--- config.mk ---
export PLATFORM = sky130hd
export DESIGN_NAME = button_array_cntr
export DESIGN_NICKNAME = d
export VERILOG_FILES = /design/src/rtl/button_array_cntr.sv
export SDC_FILE = /design/constraint.sdc
export NUM_CORES = 1
export LEC_CHECK = 0
export ABC_AREA = 1
export CAP_MARGIN = 20
export CORE_MARGIN = 3
export CORE_UTILIZATION = 66
export DETAILED_ROUTE_END_ITERATION = 8
export PLACE_DENSITY = 0.84
export SLEW_MARGIN = 20
export SYNTH_ARGS = -nofsm -noshare
export SYNTH_HDL_FRONTEND = slang
export SYNTH_SLANG_ARGS = --single-unit
--- constraint.sdc ---
create_clock -name clk -period 4.3 [get_ports clk]
set_input_delay 0.43 -clock clk [delete_from_list [all_inputs] [get_ports clk]]
set_output_delay 0.43 -clock clk [all_outputs]
set_load 0.02 [all_outputs]
--- src/rtl/button_array_cntr.sv ---
// button_array_cntr: N-channel push-button front end (sync, debounce, press/release/long/repeat pulses).
// Latency: 2 clk synchroniser + DB_SAMPLES sample ticks to btn_level/btn_pe/btn_ne; all outputs registered.
// Backpressure: none; pulses are single-cycle strobes that the consumer must sample every clk.
// Ports: clk, reset_n (sync, active-low), btn[N_BTN] raw pads in;
//        btn_level, btn_pe, btn_ne, btn_long, btn_rpt [N_BTN] out, all clk-domain.
module button_array_cntr #(
  parameter int N_BTN          = 4,
  parameter int TICK_DIV       = 100000,
  parameter int DB_SAMPLES     = 4,
  parameter int LONG_TICKS     = 1000,
  parameter int REPEAT_TICKS   = 200,
  parameter bit BTN_ACTIVE_LOW = 1'b0
) (
  input  logic             clk,
  input  logic             reset_n,
  input  logic [N_BTN-1:0] btn,
  output logic [N_BTN-1:0] btn_level,
  output logic [N_BTN-1:0] btn_pe,
  output logic [N_BTN-1:0] btn_ne,
  output logic [N_BTN-1:0] btn_long,
  output logic [N_BTN-1:0] btn_rpt
);

  localparam int TW  = (TICK_DIV > 1) ? $clog2(TICK_DIV) : 1;
  localparam int DBW = $clog2(DB_SAMPLES + 1);
  localparam int HW  = $clog2(LONG_TICKS + 1);
  localparam int RW  = (REPEAT_TICKS > 0) ? $clog2(REPEAT_TICKS + 1) : 1;

  localparam logic [TW-1:0]  TICK_LAST = TW'(TICK_DIV - 1);
  localparam logic [DBW-1:0] DB_LAST   = DBW'(DB_SAMPLES - 1);
  localparam logic [HW-1:0]  HOLD_LAST = HW'(LONG_TICKS - 1);
  localparam logic [HW-1:0]  HOLD_MAX  = HW'(LONG_TICKS);
  localparam logic [RW-1:0]  RPT_LAST  = RW'((REPEAT_TICKS > 0) ? (REPEAT_TICKS - 1) : 0);
  localparam bit             RPT_EN    = (REPEAT_TICKS > 0);

  typedef enum logic [1:0] {ST_IDLE, ST_HELD, ST_LONG} hold_st_t;

  // Polarity is normalised before the synchroniser so everything downstream sees 1 = pressed.
  logic [N_BTN-1:0] btn_in;
  logic [N_BTN-1:0] sync_q1;
  logic [N_BTN-1:0] sync_q2;

  assign btn_in = BTN_ACTIVE_LOW ? ~btn : btn;

  always_ff @(posedge clk) begin
    if (!reset_n) begin
      sync_q1 <= '0;
      sync_q2 <= '0;
    end else begin
      sync_q1 <= btn_in;
      sync_q2 <= sync_q1;
    end
  end

  // Shared sample tick: high for the single clk where the divider sits at its terminal count.
  logic [TW-1:0] tick_cnt;
  logic          tick;

  assign tick = (tick_cnt == TICK_LAST);

  always_ff @(posedge clk) begin
    if (!reset_n) begin
      tick_cnt <= '0;
    end else if (tick) begin
      tick_cnt <= '0;
    end else begin
      tick_cnt <= tick_cnt + 1'b1;
    end
  end

  for (genvar i = 0; i < N_BTN; i++) begin : g_ch
    logic           lvl_q, lvl_d;
    logic           pe_q, pe_d;
    logic           ne_q, ne_d;
    logic           long_q, long_d;
    logic           rpt_q, rpt_d;
    logic [DBW-1:0] db_q, db_d;
    logic [HW-1:0]  hold_q, hold_d;
    logic [RW-1:0]  rc_q, rc_d;
    hold_st_t       st_q, st_d;

    always_ff @(posedge clk) begin
      if (!reset_n) begin
        lvl_q  <= 1'b0;
        pe_q   <= 1'b0;
        ne_q   <= 1'b0;
        long_q <= 1'b0;
        rpt_q  <= 1'b0;
        db_q   <= '0;
        hold_q <= '0;
        rc_q   <= '0;
        st_q   <= ST_IDLE;
      end else begin
        lvl_q  <= lvl_d;
        pe_q   <= pe_d;
        ne_q   <= ne_d;
        long_q <= long_d;
        rpt_q  <= rpt_d;
        db_q   <= db_d;
        hold_q <= hold_d;
        rc_q   <= rc_d;
        st_q   <= st_d;
      end
    end

    always_comb begin
      lvl_d  = lvl_q;
      pe_d   = 1'b0;
      ne_d   = 1'b0;
      long_d = 1'b0;
      rpt_d  = 1'b0;
      db_d   = db_q;
      hold_d = hold_q;
      rc_d   = rc_q;
      st_d   = st_q;

      // Debounce: a run of differing tick samples flips the level; any agreeing sample restarts the run.
      if (tick) begin
        if (sync_q2[i] != lvl_q) begin
          if (db_q == DB_LAST) begin
            lvl_d = ~lvl_q;
            db_d  = '0;
            pe_d  = ~lvl_q;
            ne_d  = lvl_q;
          end else begin
            db_d = db_q + 1'b1;
          end
        end else begin
          db_d = '0;
        end
      end

      // Hold tracking. A release overrides everything so no long/repeat pulse shares a cycle with btn_ne.
      if (ne_d) begin
        st_d   = ST_IDLE;
        hold_d = '0;
        rc_d   = '0;
      end else begin
        case (st_q)
          ST_IDLE: begin
            hold_d = '0;
            rc_d   = '0;
            if (pe_d) st_d = ST_HELD;
          end
          ST_HELD: begin
            if (tick) begin
              if (hold_q == HOLD_LAST) begin
                hold_d = HOLD_MAX;
                long_d = 1'b1;
                st_d   = ST_LONG;
              end else begin
                hold_d = hold_q + 1'b1;
              end
            end
          end
          ST_LONG: begin
            if (tick && RPT_EN) begin
              if (rc_q == RPT_LAST) begin
                rc_d  = '0;
                rpt_d = 1'b1;
              end else begin
                rc_d = rc_q + 1'b1;
              end
            end
          end
          default: st_d = ST_IDLE;
        endcase
      end
    end

    assign btn_level[i] = lvl_q;
    assign btn_pe[i]    = pe_q;
    assign btn_ne[i]    = ne_q;
    assign btn_long[i]  = long_q;
    assign btn_rpt[i]   = rpt_q;
  end

endmodule

==> impl_metrics.prom <==
# TYPE chip_impl_metric gauge
chip_impl_info{name="outcome",value="complete, no violations"} 1
chip_impl_metric{name="routed_via_density",unit=""} 5.44
chip_impl_metric{name="coreArea",unit="mm^2"} 0.00995
chip_impl_info{name="min-delay-start",value="sync_q1[0]$_SDFF_PN0_"} 1
chip_impl_metric{name="synth_cell_types",unit=""} 34
chip_impl_metric{name="postCtsSetupBuffers",unit=""} 0
chip_impl_metric{name="power_leakage",unit="nW"} 2.91
chip_impl_metric{name="power.ir.vdd_worst",unit="mV"} 0.314
chip_impl_metric{name="portBuffers",unit=""} 25
chip_impl_metric{name="grt_antenna_before_repair",unit=""} 0
chip_impl_metric{name="number_of_pins_exceeding_their_max_slew_limit_in_the_final_report",unit=""} 0
chip_impl_metric{name="fin_worst_skew",unit="ns"} 0.00692
chip_impl_info{name="clock_tree.root_cell",value="clkbuf_8"} 1
chip_impl_metric{name="globalRouteOverflowTotal",unit=""} 0
chip_impl_metric{name="synth_seq_area_share",unit="%"} 39.9
chip_impl_metric{name="ant_nets",unit=""} 0
chip_impl_metric{name="layout_worst_path_cycle_share",unit="%"} 57.5
chip_impl_metric{name="slowest_cell_delay_on_critical_path",unit="ns"} 0.53
chip_impl_metric{name="yosys_register_bits",unit=""} 137
chip_impl_metric{name="cts_sinks",unit=""} 137
chip_impl_metric{name="syn2layout_area_growth",unit="%"} 12.1
chip_impl_metric{name="final-setup-viol-count",unit=""} 0
chip_impl_metric{name="clock_latency",unit="ns"} 0.53
chip_impl_info{name="hold_end",value="sync_q2[0]$_SDFF_PN0_"} 1
chip_impl_info{name="criticalPathCategory",value="reg2reg"} 1
chip_impl_info{name="cp_common_cell",value="nand2_1"} 1
chip_impl_metric{name="hold_depth",unit=""} 2
chip_impl_metric{name="number_of_h_tree_levels",unit=""} 4
chip_impl_metric{name="cts-hold-fix-buffers",unit=""} 0
chip_impl_metric{name="synthesis.nets",unit=""} 1013
chip_impl_info{name="tritoncts_clock_tree",value="done"} 1
chip_impl_info{name="crit_slowest_cell",value="nand2_1"} 1
chip_impl_metric{name="iteration_0_drc_markers",unit=""} 490
chip_impl_metric{name="instance_count_after_placement_with_tap_cells_included",unit=""} 1120
chip_impl_info{name="worst_hold_path_type",value="reg2reg"} 1
chip_impl_metric{name="worst_setup_hold_path_clk_slew",unit="ns"} 0.06
chip_impl_metric{name="post_cts.resized_instances",unit=""} 0
chip_impl_metric{name="netlist_area",unit="mm^2"} 0.00688
chip_impl_metric{name="timing.reg2reg.worst_path_depth",unit=""} 9
chip_impl_metric{name="critical_path_cell_count",unit=""} 9
chip_impl_metric{name="detailed_place_hpwl",unit="mm"} 9.78
chip_impl_info{name="rsz0062_at_grt",value="no"} 1
chip_impl_metric{name="summed_negative_setup_slack_over_all_endpoints",unit="ns"} 0
chip_impl_metric{name="via_count",unit=""} 6270
chip_impl_metric{name="finalCriticalPeriod",unit="ns"} 2.47
chip_impl_metric{name="initial_utilization",unit="%"} 69.1
chip_impl_info{name="timing.rr.start",value="tick_cnt[9]$_SDFF_PP0_"} 1
chip_impl_metric{name="rows",unit=""} 36
chip_impl_metric{name="max-slew-margin-rel",unit="%"} 53.4
chip_impl_metric{name="worstPathBufferInverterCount",unit=""} 1
chip_impl_metric{name="max_freq",unit="MHz"} 405
chip_impl_metric{name="postRouteWirelength",unit="mm"} 14.8
chip_impl_metric{name="track_usage",unit="%"} 26.9
chip_impl_metric{name="avgSynthCellArea",unit="um^2"} 6.92
chip_impl_metric{name="drc",unit=""} 0
chip_impl_info{name="critPathTopFamily",value="simple AND/OR/NAND/NOR gates"} 1
chip_impl_metric{name="finalHoldViolations",unit=""} 0
chip_impl_info{name="critical_path.endpoint_type",value="register"} 1
chip_impl_metric{name="design_power_total",unit="mW"} 2.86
chip_impl_metric{name="timing.critical_path.required",unit="ns"} 4.68
chip_impl_metric{name="design.final.nets",unit=""} 1025
chip_impl_metric{name="ys.warnings.count",unit=""} 0
chip_impl_metric{name="grt_start_max_net_pins",unit=""} 27
chip_impl_info{name="critical_path.startpoint_type",value="register"} 1
chip_impl_metric{name="cts_inserted_buffers",unit=""} 17
chip_impl_metric{name="crit_path_max_fanout",unit=""} 26
chip_impl_metric{name="power.density_cell_area",unit="mW/mm^2"} 371
chip_impl_metric{name="first_global_vias",unit=""} 5895
chip_impl_metric{name="max_slew.worst_pin.slew",unit="ns"} 0.697
chip_impl_metric{name="final_layout_size_suffix_gt1_share",unit="%"} 5.69
chip_impl_metric{name="synthesis.instances",unit=""} 994
chip_impl_metric{name="die_h",unit="um"} 108
chip_impl_metric{name="holdWs",unit="ns"} 0.428
chip_impl_info{name="cp_cell_sequence",value="nand2_1, clkinv_1, nand2_1, nor2_4, nand3_4, nor2_1, nand2_1, nand2_1, nor3b_1"} 1
chip_impl_metric{name="die_w",unit="um"} 108
chip_impl_metric{name="drtPass1Iterations",unit=""} 7
chip_impl_metric{name="cp.arrival",unit="ns"} 2.85
chip_impl_metric{name="rrSetupSlack",unit="ns"} 1.83
chip_impl_metric{name="ioPinCount",unit=""} 26
chip_impl_metric{name="floorplan.die_area",unit="mm^2"} 0.0117
chip_impl_info{name="rr_endpoint",value="g_ch[3].rpt_q$_SDFF_PP0_"} 1
chip_impl_metric{name="longest_clk_path_bufs",unit=""} 2
chip_impl_metric{name="grt_pass1_wl",unit="mm"} 25.5
chip_impl_metric{name="maxCapViolCount",unit=""} 0
chip_impl_metric{name="dr_wl_cell",unit="um"} 12.8
chip_impl_metric{name="antenna-diode-count",unit=""} 0
chip_impl_metric{name="layoutNonFillerInstCount",unit=""} 1152
chip_impl_metric{name="gp_congestion",unit=""} 0.849
## cells in the mapped netlist, drive strengths merged
| cell type | count | area [um^2] |
|---|---|---|
| a21o | 3 | 22.5 |
| a21oi | 87 | 435 |
| a22o | 2 | 17.5 |
| buf | 30 | 215 |
| clkbuf | 3 | 11.3 |
| clkinv | 5 | 18.8 |
| dfxtp | 137 | 2740 |
| ha | 13 | 163 |
| inv | 121 | 454 |
| nand2 | 218 | 828 |
| nand3 | 98 | 513 |
| nand3b | 9 | 67.6 |
| nand4 | 25 | 156 |
| nor2 | 127 | 497 |
| nor3 | 34 | 170 |
| nor3b | 2 | 15.0 |
| o211ai | 4 | 30.0 |
| o21ai | 32 | 164 |
| o21bai | 2 | 15.0 |
| or2 | 10 | 62.6 |
| xnor2 | 6 | 52.6 |
| xor2 | 26 | 228 |
## metrics by stage
| step | util [%] | setup slack (ns) | instance area, um^2 |
|---|---|---|---|
| 3_3_place_gp | 71.1 | 1.76 | 7080 |
| 5_1_grt | 77.5 | 1.52 | 7710 |
| 3_5_place_dp | 71.1 | 1.70 | 7080 |
| 6_report | 77.5 | 1.83 | 7710 |
| 2_1_floorplan | - | 2.64 | 6880 |
| 4_1_cts | 77.5 | 1.82 | 7710 |
## final cells by class
class                      instances  area (um^2)
inverter                         126          473
clock buffer                      19          442
multi-input combinational        698         3440
tap                              133          166
fill                             781         2240
sequential                       137         2740
timing repair buffer              26          258
clock inverter                    13          193
## worst register-to-register path: stages (launching register included)
cell and delay [ns]:
dfxtp_1 0.40, nand2_1 0.09, clkinv_1 0.06, nand2_1 0.08, nor2_4 0.25, nand3_4 0.36, nor2_1 0.32, nand2_1 0.10
nand2_1 0.53, nor3b_1 0.13
## flip-flops by register name, indices dropped and copies added, names as in the netlist
register and cells:
g_ch.hold_q 40, g_ch.rc_q 32, tick_cnt 17, g_ch.db_q 12, g_ch.st_q 8, g_ch.long_q 4, g_ch.lvl_q 4, g_ch.ne_q 4
g_ch.pe_q 4, g_ch.rpt_q 4, sync_q1 4, sync_q2 4
## per-layer routing
metal,GRT usage (%),share of wire [%],vias up
li1,-,-,3238
met1,33.6,45,2833
met2,44.9,48,165
met3,6.57,5.2,34
met4,10.4,1.8,0
met5,0,0,-
## placed cells by master (no fill, tap or decap), types with 10 or more instances in the layout
| cell | count |
|---|---|
| nor2_1 | 123 |
| nor3_1 | 34 |
| clkdlybuf4s50_1 | 25 |
| inv_1 | 116 |
| nand3_1 | 95 |
| nand2_1 | 216 |
| o21ai_0 | 27 |
| or2_2 | 10 |
| ha_1 | 13 |
| clkbuf_16 | 16 |
| dfxtp_1 | 137 |
| a21oi_1 | 87 |
| nand4_1 | 25 |
| xor2_1 | 26 |
## how the worst max path moves through the flow
stage	startpoint	to	slack (ns)
4_1_cts	tick_cnt[9]$_SDFF_PP0_	g_ch[3].rpt_q$_SDFF_PP0_	1.82
2_1_floorplan	tick_cnt[0]$_SDFF_PP0_	g_ch[0].hold_q[0]$_SDFFE_PP0P_	2.64
6_report	tick_cnt[9]$_SDFF_PP0_	g_ch[3].rpt_q$_SDFF_PP0_	1.83
5_1_grt	tick_cnt[7]$_SDFF_PP0_	g_ch[3].rpt_q$_SDFF_PP0_	1.52
3_5_place_dp	reset_n	g_ch[0].long_q$_SDFF_PP0_	1.70
3_3_place_gp	reset_n	g_ch[0].long_q$_SDFF_PP0_	1.76
## kinds of logic (layout without fill, tap and decap cells)
family	after synthesis	after routing	share of synthesized area, %
AND/OR/NAND/NOR	523	523	33.6
buffers and inverters	159	184	10.2
flip-flops	137	137	39.9
AO/OA/AOI/OAI	130	130	9.95
XOR/XNOR	32	32	4.07
adder cells (fa/ha/maj)	13	13	2.36
## power breakdown
part	switching [mW]	leakage (nW)	internal (mW)
combinational	0.0303	1.50	0.0116
clock	0.559	0.305	0.979
sequential	0.00347	1.11	1.28
Note: power is estimated with default switching activity, not from simulation.
